==> src/rtl/cmp_search.sv <==
// Binary search of a hidden value through an external magnitude comparator.
// One probe is a CALC cycle followed by a PROBE wait for the response.
module cmp_search #(
    parameter int WIDTH = 8
) (
    input  logic                         clk,
    input  logic                         rst_n,
    input  logic                         start,
    output logic [WIDTH-1:0]             guess,
    output logic                         guess_valid,
    input  logic                         resp_valid,
    input  logic                         gt,
    input  logic                         eq,
    input  logic                         lt,
    output logic                         busy,
    output logic                         done,
    output logic [WIDTH-1:0]             found,
    output logic                         err,
    output logic [$clog2(WIDTH+2)-1:0]   steps
);

    localparam int SW = $clog2(WIDTH + 2);

    typedef enum logic [1:0] {
        IDLE,
        CALC,
        PROBE,
        FIN
    } state_t;

    state_t           state_q, state_d;
    logic [WIDTH-1:0] lo_q, lo_d;
    logic [WIDTH-1:0] hi_q, hi_d;
    logic [WIDTH-1:0] guess_q, guess_d;
    logic [WIDTH-1:0] found_q, found_d;
    logic             err_q, err_d;
    logic [SW-1:0]    steps_q, steps_d;

    always_ff @(posedge clk or negedge rst_n) begin
        if (!rst_n) begin
            state_q <= IDLE;
            lo_q    <= '0;
            hi_q    <= '1;
            guess_q <= '0;
            found_q <= '0;
            err_q   <= 1'b0;
            steps_q <= '0;
        end else begin
            state_q <= state_d;
            lo_q    <= lo_d;
            hi_q    <= hi_d;
            guess_q <= guess_d;
            found_q <= found_d;
            err_q   <= err_d;
            steps_q <= steps_d;
        end
    end

    always_comb begin
        state_d = state_q;
        lo_d    = lo_q;
        hi_d    = hi_q;
        guess_d = guess_q;
        found_d = found_q;
        err_d   = err_q;
        steps_d = steps_q;
        case (state_q)
            IDLE: begin
                if (start) begin
                    lo_d    = '0;
                    hi_d    = '1;
                    steps_d = '0;
                    err_d   = 1'b0;
                    state_d = CALC;
                end
            end
            CALC: begin
                // hi >= lo always holds, so the difference cannot wrap
                guess_d = lo_q + ((hi_q - lo_q) >> 1);
                state_d = PROBE;
            end
            PROBE: begin
                if (resp_valid) begin
                    steps_d = (&steps_q) ? steps_q : steps_q + SW'(1);
                    state_d = FIN;
                    err_d   = 1'b1;
                    case ({gt, eq, lt})
                        3'b010: begin
                            found_d = guess_q;
                            err_d   = 1'b0;
                        end
                        3'b100: begin
                            if (!(guess_q == '1 || guess_q == hi_q)) begin
                                lo_d    = guess_q + WIDTH'(1);
                                err_d   = 1'b0;
                                state_d = CALC;
                            end
                        end
                        3'b001: begin
                            if (!(guess_q == '0 || guess_q == lo_q)) begin
                                hi_d    = guess_q - WIDTH'(1);
                                err_d   = 1'b0;
                                state_d = CALC;
                            end
                        end
                        default: ;
                    endcase
                end
            end
            FIN: state_d = IDLE;
            default: state_d = IDLE;
        endcase
    end

    assign guess       = guess_q;
    assign guess_valid = (state_q == PROBE);
    assign busy        = (state_q != IDLE);
    assign done        = (state_q == FIN);
    assign found       = found_q;
    assign err         = err_q;
    assign steps       = steps_q;

endmodule

==> config.mk <==
export PLATFORM = sky130hd
export DESIGN_NAME = cmp_search
export DESIGN_NICKNAME = d
export VERILOG_FILES = /design/src/rtl/cmp_search.sv
export SDC_FILE = /design/constraint.sdc
export NUM_CORES = 1
export LEC_CHECK = 0
export ABC_AREA = 1
export CORE_ASPECT_RATIO = 1.75
export CORE_UTILIZATION = 45
export CTS_CLUSTER_DIAMETER = 200
export DETAILED_ROUTE_END_ITERATION = 8
export GPL_TIMING_DRIVEN = 0
export PLACE_DENSITY = 0.68
export SLEW_MARGIN = 0
export SYNTH_ARGS = -nofsm -noshare
export SYNTH_HDL_FRONTEND = slang
export SYNTH_SLANG_ARGS = --single-unit
==> constraint.sdc <==
create_clock -name clk -period 2.4 [get_ports clk]
set_input_delay 0.72 -clock clk [delete_from_list [all_inputs] [get_ports clk]]
set_output_delay 0.72 -clock clk [all_outputs]
set_load 0.01 [all_outputs]
After elaboration in Yosys (flattened, before gate mapping)
Cells that the tools add are included.
{"block": "totals", "reg_bits": 39, "input_bits": 7, "elab_cells": 67}
{"block": "classes", "n_addsub": 5, "n_mux": 26, "n_reduce_logical": 13, "n_eq_ne": 16}
{"cell": "two-way mux 8 bit", "count": 8}
{"cell": "case mux 8 bit (2 select lines)", "count": 2}
{"cell": "equality test 8 bit", "count": 2}
{"cell": "two-way mux 4 bit", "count": 3}
{"cell": "AND reduction 5 bit", "count": 2}
{"cell": "adder 8 x 1 -> 8 bit, second input constant", "count": 1}
{"cell": "adder 8 x 7 -> 8 bit", "count": 1}
{"cell": "equality test 8 bit, second input constant", "count": 1}
{"cell": "zero test 8 bit", "count": 1}
{"cell": "two-way mux 2 bit", "count": 4}
{"cell": "!= test 2 bit, second input constant", "count": 4}
{"cell": "case mux 2 bit (4 select lines)", "count": 1}
{"cell": "case mux 4 bit (2 select lines)", "count": 1}
{"cell": "AND reduction 4 bit", "count": 2}
{"cell": "subtractor 8 x 1 -> 8 bit, second input constant", "count": 1}
{"cell": "subtractor 8 bit", "count": 1}
{"cell": "!= test 2 x 1 -> 1 bit, second input constant", "count": 3}
{"cell": "AND reduction 3 bit", "count": 2}
{"cell": "adder 4 x 1 -> 4 bit, second input constant", "count": 1}
{"cell": "equality test 2 bit, second input constant", "count": 2}
{"cell": "two-way mux 1 bit", "count": 4}
{"cell": "case mux 2 bit (2 select lines)", "count": 1}
{"cell": "nonzero test 2 bit", "count": 2}
{"cell": "equality test 3 x 1 -> 1 bit, second input constant", "count": 1}
{"cell": "other kinds (8)", "count": 9}

Longest topological paths before layout
{"block": "logic_depth", "word_depth": 6, "ltp_mapped": 19, "mapped_depth_nobuf": 19}

Least setup slack after synthesis
No wires, ideal clock.
{"block": "synth_path", "kind": "register to register", "startpoint": "register lo_q[0]", "endpoint": "register guess_q[6] (netlist: guess[6])", "path_slack_ps": -197, "arrival_time_ps": 2469, "required_ps": 2272, "path_stages_with_launch": 18, "n_path_buf": 0, "cell_sequence": "dfrtp_1 inv_1 nor2_1 inv_1 fa_1 nand3_1 nand3_1 a21o_1 a21oi_1 xnor2_1 ha_1 nand2_1 inv_1 nand4_1 nand3_1 or2_2 nand3_1 o21ai_1"}
{"block": "synth_via", "elab_chain_cells": 2}
{"element": "from (decl)", "line": "32", "rtl": "logic [WIDTH-1:0] lo_q, lo_d;"}
{"element": "from (signal assigned)", "line": "50", "rtl": "lo_q <= lo_d;"}
{"element": "subtractor 8 bit", "line": "79", "rtl": "guess_d = lo_q + ((hi_q - lo_q) >> 1);"}
{"element": "adder 8 x 7 -> 8 bit (*)", "line": "79"}
{"element": "to (signal assigned)", "line": "52", "rtl": "guess_q <= guess_d;"}
{"element": "to (decl)", "line": "34", "rtl": "logic [WIDTH-1:0] guess_q, guess_d;"}
Mark *: on every way between the ends. The rest lies on a longest branch, timed or not.
A chain may end at the register's enable or synchronous reset.

Worst setup path after layout
Ends and elaborated chain as after synthesis.

==> results.md <==
- Status: finished, violations left
- Failing checks: setup timing
- Post-route ant nets: 0
- Seq/Total Area, Yosys: between 30% and 40%
- Critical path startpoint category: flip-flop
- Pwr dens: about 1800 nW/um^2
- Yosys warnings: 0
- Flop-to-flop setup slack: -0.24 ns
- Port bufs: 30
- Critical path fanouts, max: 3
- Root Buffer Master: clkbuf_8
- R2R depth: 17
- Starting DRT DRC Count: between 100 and 150
- Initial core utilization: 46.74%
- Critical path launch point: lo_q[0]
- Final setup vio count: 4
- Ant diodes: 0
- Gr ovfl total: 0
- Pin slew with the least headroom to its limit: between 0.5 and 0.6 ns
- Gpl congestion: about 0.82
- Clock Path Buffers: 2
- Reg clk slew, reported paths: about 0.090 ns
- Worst-Skew Late Latency: between 0.3 and 0.4 ns
- First-pass GRT wire length: about 12000 um
- Drt first pass iters: 4
- Reg2reg start: lo_q[0]
- Fin worst setup slack: -0.2444 ns
- Largest net degree at the start of global routing: 33
- Finished Layout Cells: about 520
- EDFF count, synth: 0
- Vias in the first global route: roughly 2600
- Critical R2R Capture: guess[6]
- Worst Setup Path Type: reg2reg
- Main synth FF type: dfrtp_1
- CP arrival: between 2 and 3 ns
- Commonest non-fill, non-tap cell in the layout: nand2_1
- Cells after Synth: 383
- Fillers: between 500 and 600
- CTS Hold Bufs: 0
- Final Hold Fails: 0
- Seq cells post-synth: 39
- H-tree Lvls: 2
- Initial antenna violation count: 0
- Ports: 31
- Final nets: 460
- CP required: ~2.6 ns
- Cell variety after synth: 40
- Final wirelength: roughly 7700 um
- Setup_tns: -0.6808 ns
- Post-route clock period utilization: 110.2%
- Share of cells above drive strength 1: 21.10%
- WL/cell: ~15 um
- Async S/R FF share, synth: between 90% and 100%
- Most frequent cells in the layout: nand2_1, nand3_1, inv_1, clkdlybuf4s50_1, dfrtp_1
- Full die area: 6757 um^2
- Worst-case vdd ir drop: between 700 and 800 uV
- P&R area growth vs syn: 25.29%
- Max_cap viols: 0
- Synthesized area per cell: between 7 and 8 um^2
- Tot GR Track Use: around 24%
- Placed cells: slightly below 500
- Vias: roughly 2600
- Final min period: 2.644 ns
- Final HPWL DP: slightly below 6000 um
- F_max: between 300 and 400 MHz
- Die width: approximately 63 um
- # DRC: 0
- Slew HR: between 60% and 70%
- Die H: ~110 um
- Synthesized area: 2889 um^2
- Syn nets: between 400 and 500
- Leak: roughly 1.8 nW
- CTS tree: built
- Worst min-delay path category: in2async
- FP Rows: 38
- Core Box Area: just over 6000 um^2
- Final Max Slew Viols: 0
- Crit end category: flip-flop
- Clk sink count: 39
- Unrepaired setup endpoints after global routing: yes
- CTS Buf Count: 5
- CP endpoint: guess[6]
- Mean number of vias per cell: 5.114
- Clk_skew: ~0.016 ns
worst max-delay path, cell delays in order, from the launching register on:
cell	delay, ns
dfrtp_1	0.40
inv_2	0.06
nor2_4	0.09
inv_2	0.04
fa_2	0.35
nand3_2	0.07
nand3_2	0.08
a21o_1	0.19
a21oi_2	0.14
xnor2_1	0.14
ha_1	0.28
nand2_1	0.09
inv_2	0.04
nand4_1	0.09
nand3_2	0.10
or2_4	0.23
nand3_2	0.06
o21ai_1	0.07
flip-flops by register name, summed over array words and instances (netlist names):
register,cells
err,1
found,8
guess,8
hi_q,8
lo_q,8
state_q,2
steps,4
kinds of logic after synthesis:
| group | count (synthesis) | share of synthesized area [%] |
|---|---|---|
| adder cells (fa/ha/maj) | 18 | 8.315 |
| flip-flops | 39 | 34.13 |
| AND/OR/NAND/NOR | 202 | 33.35 |
| AO/OA/AOI/OAI | 47 | 8.749 |
| buffers and inverters | 58 | 9.701 |
| XOR/XNOR | 19 | 5.760 |
power by group:
group	switching, W	total [W]	internal, W
logic	0.00254	0.00471	0.00217
clock network	0.000250	0.000454	0.000204
registers	0.000309	0.00132	0.00101
area by class of cell:
type / instances / area, um^2 / share of cell area, %
Multi-Input combinational cell: 286 / 1745 / 48.22
Sequential cell: 39 / 989.7 / 27.34
Timing Repair Buffer: 46 / 427.9 / 11.82
Inverter: 47 / 178.9 / 4.943
Tap cell: 80 / 100.1 / 2.765
Buffer: 10 / 96.34 / 2.662
Clock buffer: 7 / 76.32 / 2.109
Clock inverter: 1 / 5.005 / 0.1383
timing repair:
item / 4_1_cts / 5_1_grt
gates resized for setup: 14 / 9
pin swaps: 10 / 14
endpoints found under the setup margin: 6 / 6
setup buffers: 9 / 6
worst min path at each step:
stage	from	to	slack, ns	cells past startpoint
2_1_floorplan	rst_n	err	0.42	0
3_3_place_gp	hi_q[4]	hi_q[4]	0.47	2
3_5_place_dp	hi_q[4]	hi_q[4]	0.48	2
4_1_cts	rst_n	guess[2]	0.26	1
5_1_grt	rst_n	guess[0]	0.25	1
6_report	rst_n	lo_q[0]	0.24	1
layer usage:
metal  vias to the layer above  part of all wire [%]  wire (um)  GRT usage [%]
li1                       1342                     -          -              -
met5                         -                     0          0              0
met4                         0                   3.2        245          11.79
met2                        44                    57       4364          47.59
met3                        17                   2.3        179          3.586
met1                      1236                    38       2885          24.04
per-stage QoR:
| step | setup WS [ns] | util, % | hold WS, ns | power, W | instance area (um^2) |
|---|---|---|---|---|---|
| 4_1_cts | -0.2477 | 57.08 | 0.2588 | 0.006095 | 3528 |
| 3_3_place_gp | -0.4355 | 53.89 | 0.4742 | 0.005250 | 3331 |
| 2_1_floorplan | -0.1240 | - | 0.4244 | 0.004202 | 2930 |
| 5_1_grt | -0.3986 | 58.56 | 0.2509 | 0.007068 | 3620 |
| 3_5_place_dp | -0.4649 | 54.13 | 0.4751 | 0.005352 | 3346 |
| 6_report | -0.2444 | 58.56 | 0.2420 | 0.006489 | 3620 |
cells in the mapped netlist (3+ instances only):
cell type / number / area [um^2]
a21oi_1: 23 / 115.1
buf_2: 4 / 20.02
dfrtp_1: 31 / 775.7
dfstp_2: 8 / 210.2
ha_1: 16 / 200.2
inv_1: 35 / 131.4
inv_2: 11 / 41.29
nand2_1: 102 / 382.9
nand2_2: 3 / 18.77
nand2_4: 5 / 56.30
nand3_1: 40 / 200.2
nand4_1: 6 / 37.54
nor2_1: 25 / 93.84
nor2_2: 3 / 18.77
nor3_1: 5 / 25.02
o21ai_0: 10 / 50.05
o21ai_1: 7 / 35.03
xnor2_1: 14 / 122.6
xor2_1: 5 / 43.79
Power figures use the tool's default switching activity.
